[src/rtl/rate_pulse_gen.sv]
// rate_pulse_gen: rate divider producing a single-cycle enable pulse for the
// downstream display counter at a switch-selectable rate.
//
// Ports:
//   clock     - system clock; all state updates on its rising edge
//   Clear     - synchronous, active-high reset
//   Enable    - run control; low holds the count and suppresses pulses
//   Speed     - rate select: 00 every cycle, 01 CLK_HZ, 10 2*CLK_HZ, 11 4*CLK_HZ
//   Pulse     - registered one-cycle enable pulse
//   Remaining - current down-counter value (cycles left until next pulse)
module rate_pulse_gen #(
   parameter int unsigned CLK_HZ = 50000000,
   parameter int unsigned WIDTH  = 28
) (
   input  logic             clock,
   input  logic             Clear,
   input  logic             Enable,
   input  logic [1:0]       Speed,
   output logic             Pulse,
   output logic [WIDTH-1:0] Remaining
);

   // Reload values (period minus one) for each rate, held at full counter width.
   localparam logic [WIDTH-1:0] RELOAD_00 = '0;
   localparam logic [WIDTH-1:0] RELOAD_01 = WIDTH'(CLK_HZ - 1);
   localparam logic [WIDTH-1:0] RELOAD_10 = WIDTH'((2 * CLK_HZ) - 1);
   localparam logic [WIDTH-1:0] RELOAD_11 = WIDTH'((4 * CLK_HZ) - 1);

   logic [WIDTH-1:0] remaining_q, remaining_d;
   logic             pulse_q, pulse_d;
   logic [1:0]       speed_q, speed_d;
   logic [WIDTH-1:0] reload_new_c;
   logic [WIDTH-1:0] reload_cur_c;

   // Map a rate select code to its reload value.
   function automatic logic [WIDTH-1:0] reload_f(input logic [1:0] sel);
      logic [WIDTH-1:0] val;
      case (sel)
         2'b00:   val = RELOAD_00;
         2'b01:   val = RELOAD_01;
         2'b10:   val = RELOAD_10;
         default: val = RELOAD_11;
      endcase
      return val;
   endfunction

   assign reload_new_c = reload_f(Speed);
   assign reload_cur_c = reload_f(speed_q);

   // Next-state: a speed change restarts the period and never pulses,
   // regardless of Enable; otherwise count down while enabled.
   always_comb begin
      remaining_d = remaining_q;
      pulse_d     = 1'b0;
      speed_d     = speed_q;
      if (Speed != speed_q) begin
         remaining_d = reload_new_c;
         speed_d     = Speed;
      end else if (Enable) begin
         if (remaining_q == '0) begin
            pulse_d     = 1'b1;
            remaining_d = reload_cur_c;
         end else begin
            remaining_d = remaining_q - WIDTH'(1);
         end
      end
   end

   // State registers; Clear overrides everything including a due pulse.
   always_ff @(posedge clock) begin
      if (Clear) begin
         remaining_q <= reload_new_c;
         speed_q     <= Speed;
         pulse_q     <= 1'b0;
      end else begin
         remaining_q <= remaining_d;
         speed_q     <= speed_d;
         pulse_q     <= pulse_d;
      end
   end

   assign Pulse     = pulse_q;
   assign Remaining = remaining_q;

endmodule
[config.mk]
export PLATFORM = sky130hd
export DESIGN_NAME = rate_pulse_gen
export DESIGN_NICKNAME = d
export VERILOG_FILES = /design/src/rtl/rate_pulse_gen.sv
export SDC_FILE = /design/constraint.sdc
export NUM_CORES = 1
export LEC_CHECK = 0
export BUFFER_PORTS_ARGS = -buffer_cell sky130_fd_sc_hd__buf_2
export CORE_MARGIN = 2
export CORE_UTILIZATION = 50
export CTS_CLUSTER_SIZE = 12
export DETAILED_ROUTE_END_ITERATION = 12
export PLACE_DENSITY = 0.8
export SYNTH_ARGS = -nofsm -noshare
export SYNTH_HDL_FRONTEND = slang
export SYNTH_SLANG_ARGS = --single-unit
[constraint.sdc]
create_clock -name clock -period 2.4 [get_ports clock]
set_input_delay 0.48 -clock clock [delete_from_list [all_inputs] [get_ports clock]]
set_output_delay 0.48 -clock clock [all_outputs]
set_load 0.005 [all_outputs]
# Word-level counts from Yosys, hierarchy flattened
# Index checks and enable logic that the tools add are counted.
[op_classes]
addsub = 1
bitwise_logic = 1
n_reduce_logical = 6
mux = 9
n_eq_ne = 5
[ops]
columns = ["cell", "count"]
rows = [
  ["$pmux W28 S3", 2],
  ["$mux W28", 4],
  ["$logic_not A28 Y1", 1],
  ["$sub A28 B1 Y28 const B", 1],
  ["$eq A2 B1 Y1 const B", 2],
  ["$eq A2 B2 Y1 const B", 2],
  ["$logic_not A2 Y1", 2],
  ["$mux W2", 2],
  ["$reduce_bool A3 Y1", 1],
  ["$reduce_or A3 Y1", 1],
  ["$ne A2 B2 Y1", 1],
  ["$reduce_bool A2 Y1", 1],
  ["$mux W1", 1],
  ["$not A1 Y1", 1],
]
[totals]
regBits = 31
in_bits = 5
elab_cells = 25
out_inout_bits = 29

# Longest topological paths before layout
[depth]
word_depth = 6
mapped_depth = 9
depth_no_buf = 8

# Least setup slack after synthesis
# OpenSTA, ideal clock, no wires.
[synth_path]
path_type = "reg-to-reg"
start = "register remaining_q[14], in the netlist Remaining[14]"
end = "register remaining_q[24], in the netlist Remaining[24], data pin"
t_arrival_ps = 2135
setup_ps = 270
required_time_ps = 2130
synth_period_minus_slack_ps = 2405
path_buffers = 1
stages_incl_launch_ff = 8
path_slack_ps = -5
path_cell_list = "edfxtp_1 > or4_4 > or3_1 > buf_2 > nor2_4 > nand3_2 > o31ai_2 > o31ai_1"
[synth_between]
elab_chain_len = 5
word_cells_on_any_way = 6
classes_between = "1 x add/sub; 4 x mux; 1 x reduce/logical"
[synth_lines]
columns = ["item", "line", "text"]
rows = [
  ["from (decl)", "29", "logic [WIDTH-1:0] remaining_q, remaining_d;"],
  ["from (signal assigned)", "72", "remaining_q <= reload_new_c;"],
  ["from (signal assigned)", "76", "remaining_q <= remaining_d;"],
  ["$sub A28 B1 Y28 or $logic_not A28 Y1 (tied branches)", "64, 60", ""],
  ["$mux W28 *", "60", "if (remaining_q == '0) begin"],
  ["$mux W28 *", "59", "end else if (Enable) begin"],
  ["$mux W28 *", "56", "if (Speed != speed_q) begin"],
  ["$mux W28 *", "71", "if (Clear) begin"],
]
# Every way passes the cells marked *; elsewhere a longest branch is shown, timed or not. The select of a mux whose other input is x is not followed.
# A chain may end at the register's enable or synchronous reset.

# Final worst setup path
[layout_path]
start = "register remaining_q[22], in the netlist Remaining[22]"
end = "register remaining_q[12], in the netlist Remaining[12], data pin"
[layout_between]
elab_chain_len = 5
[layout_lines]
columns = ["item", "line"]
rows = [
  ["$logic_not A28 Y1", "60"],
  ["$mux W28", "60"],
  ["$mux W28", "59"],
  ["$mux W28", "56"],
  ["$mux W28", "71"],
]
# No other way between the ends. The select of a mux whose other input is x is not followed.

==> key figures <==
Worst setup path
  • Critical Path Fanout Max: 6
  • Worst Setup SP: Remaining[22]$_DFFE_PP_
  • Critical Path RT: 2.43 ns
  • Origin of the critical flop-to-flop path: Remaining[22]$_DFFE_PP_
  • Setup CP Type: reg2reg
  • Critical Path End: Remaining[12]$_DFFE_PP_
  • R2r setup slk: 0.06 ns
  • Arr. time, crit path: 2.37 ns
  • R2r worst-path depth: 7
  • Worst Setup End Kind: flop
  • Startpoint types: flop
  • RR Endpoint: Remaining[12]$_DFFE_PP_

Synthesis
  • Synth warnings: 0
  • Mux contribution to synthesized area: 0.4932%
  • Most common library cells after synthesis: edfxtp_1 (30), nor2_1 (28), o21ai_1 (18), xor2_1 (15), nand2_1 (14)
  • Post-synth top area cell: edfxtp_1
  • Mapped Area: approximately 2000 sq um
  • Post-synth net total: 220
  • Most numerous cell in the Yosys netlist: edfxtp_1
  • Largest family of logic cells by synthesized area: simple AND/OR/NAND/NOR gates
  • Dominant cells by area after synthesis: edfxtp_1 (44%), xor2_1 (6.5%), ha_1 (6.2%), nor2_1 (5.2%), o21ai_1 (4.4%)
  • Ys flop type: edfxtp_1
  • Mean Syn Cell Area: 9.900 sq um
  • Post-synthesis simple-gate area fraction: around a quarter
  • Cells after synthesis: a little over 200
  • Post-Synth XOR/XNOR Area: a little under a tenth
  • Sequential fraction of the synthesis area: between 40 and 50%
  • Compound-cell area share of the yosys netlist: 11.90%
  • EDFF count, synth: 30
  • FF+latch count, synth: 31
  • Post-synth ARST share: 0%
  • Synth top area share: between 40 and 50%
  • Adder-Cell Fraction of Synth Area: approximately 6%
  • Distinct cell type count after synthesis: 44

Die
  • Initial Util: between 50 and 60%
  • Die height: 67.71 um
  • Die width: slightly below 70 um
  • DIE AREA: about 4600 sq um
  • # IOs: 34
  • Std cell rows: 23
  • Core ar.: approximately 4000 sq um

Routing
  • Post-route ant nets: 0
  • First DRT Iteration DRCs: around 180
  • Drt pass-1 iters: 5
  • DRC Markers: 0
  • Routed wire length: roughly 5000 um
  • Drt wl/cell: 15.72 um
  • Vias: about 1800
  • Vias per cell: between 5 and 6

Clocking
  • CTS tree: yes
  • Cts hold-fix bufs: 0
  • Clock root buffer: clkbuf_8
  • Inserted Clock Buffers: 5
  • Htree depth: 2
  • Clk sinks: 31
  • CTS clk-pin slew, worst paths: 0.07 ns
  • Clk buf depth: 2
  • Worst-skew pair later-pin latency: about 0.29 ns

Pwr
  • Combinational power share: 24.8%
  • Flop pwr share: between 40 and 50%
  • Worst VDD drop: approximately 0.32 mV
  • Pleak: approximately 0.0011 uW
  • Clock power frac: between 20% and 30%
  • P per Cell Area: between 500 and 600 nW/um^2
  • Sw frac: slightly above 30%
  • Total net switching power: approximately 460 uW
  • Int Pwr: approximately 1000 uW

Hold path
  • Hold/Removal Path Class: in2reg
  • Hold wc startpoint: Enable

Global route
  • Largest net degree at the start of global routing: 29
  • Total gr overflow: 0
  • Total GRT Usage: a little under a quarter
  • Antenna violations before repair: 0
  • First-pass GRT wire length: ~8100 um
  • Vias in the first global route: roughly 1700

Timing
  • Fmax: ~430 MHz
  • Crit path time final: roughly 2.3 ns
  • Final Hold Vio Count: 0
  • Endpoints failing setup: 0
  • Slew HR: 70.82%
  • Final Max Tran Viols: 0
  • Slack of the critical path: between 0.05 and 0.06 ns
  • Final period util: just under 100%
  • Worst Tran Pin Value: about 0.44 ns
  • Clk_skew: around 0.0061 ns
  • RSZ-0062 raised after global routing: true

Layout
  • Syn-to-layout area delta: 27.50%
  • Share of cells above drive strength 1: about a third
  • Final nets: 282
  • Diode count: 0
  • Final Util: 65.63%

Place
  • Pre-CTS WS: -0.05482 ns
  • Post-DP HPWL: between 3000 and 4000 um
  • PortBufs: 33
  • GPL Wtd Cong: 0.9403

Flow run
  • MaxCap Viol Count: 0

Status
  • Status: completed
-- power by group through the flow --
stage / Sequential, uW / Combinational, uW / Clock, uW
final: 743 / 374 / 392
after global routing: 753 / 420 / 412
after CTS: 740 / 363 / 391
after detailed placement: 751 / 357 / 0
after global placement: 748 / 347 / 0
after floorplan: 761 / 173 / 0
-- critical path: stages, from the launching register on --
cell and delay [ns]:
edfxtp_1 0.38, or4_4 0.56, or4_4 0.47, nor2_4 0.14, nand3_4 0.13, buf_4 0.17
mux2i_1 0.13, o21ai_0 0.09
-- through the flow --
stage	power, uW	cell area (sq um)	TNS, ns	hold WS, ns	instances
finish	1509	2587	0	0.4385	318
global route	1585	2587	-0.2509	0.4393	318
CTS	1494	2529	0	0.4457	317
detailed placement	1108	2437	-0.07498	0.6833	309
global placement	1095	2437	0	0.6483	309
floorplan	933.9	2029	0	0.5789	205
-- routing by layer --
layer,vias to the layer above,track usage (%),share of wire (%)
met5,-,0,0
met4,0,7.908,1.4
met3,8,7.000,5.7
met2,62,38.48,51
met1,851,30.74,42
li1,869,-,-
-- registers in the layout, summed over array words and instances, names as in the netlist --
signal,cells
Remaining,28
speed_q,2
Pulse,1
-- area by class of cell --
type	count	area [sq um]
multi-input combinational	160	1106
fill	320	1355
inverter	8	30.03
clock inverter	2	7.507
timing repair buffer	61	387.9
clock buffer	6	72.57
sequential	31	920.9
tap	50	62.56
-- worst min-delay path by stage --
stage	endpoint	slack [ns]	depth (start not counted)
2_1_floorplan	speed_q[0]$_DFFE_PP_	0.58	0
3_3_place_gp	Remaining[11]$_SDFFCE_PP0P_	0.65	2
3_5_place_dp	Remaining[11]$_SDFFCE_PP0P_	0.68	2
4_1_cts	Pulse$_SDFF_PP0_	0.45	2
5_1_grt	Pulse$_SDFF_PP0_	0.44	2
6_report	Pulse$_SDFF_PP0_	0.44	2
-- cell usage in the layout (no fill, tap or decap), drive strengths merged, types with 2 or more instances in the layout --
| master | n |
|---|---|
| nor4 | 7 |
| nor2 | 30 |
| ha | 10 |
| a21o | 2 |
| clkinv | 3 |
| nor3 | 10 |
| nand2b | 2 |
| nor2b | 2 |
| nand2 | 14 |
| nand4 | 2 |
| o21ai | 24 |
| clkbuf | 6 |
| or3 | 4 |
| edfxtp | 30 |
| buf | 61 |
| a21oi | 6 |
| inv | 7 |
| nand3 | 6 |
| and3 | 2 |
| o31ai | 3 |
| o41ai | 2 |
| xnor2 | 7 |
| or4 | 4 |
| xor2 | 15 |
-- kinds of logic after synthesis --
group,Yosys count
flip-flops,31
AO/OA/AOI/OAI,40
adder cells (fa/ha/maj),10
XOR/XNOR,22
AND/OR/NAND/NOR,87
multiplexers,1
buffers and inverters,14
-- repair_timing --
item                       4_1_cts  5_1_grt
setup endpoints to repair        6       28
setup buffers                    0        1
gates resized for setup          3        8
No activity file was read; power rests on OpenSTA's default activity.
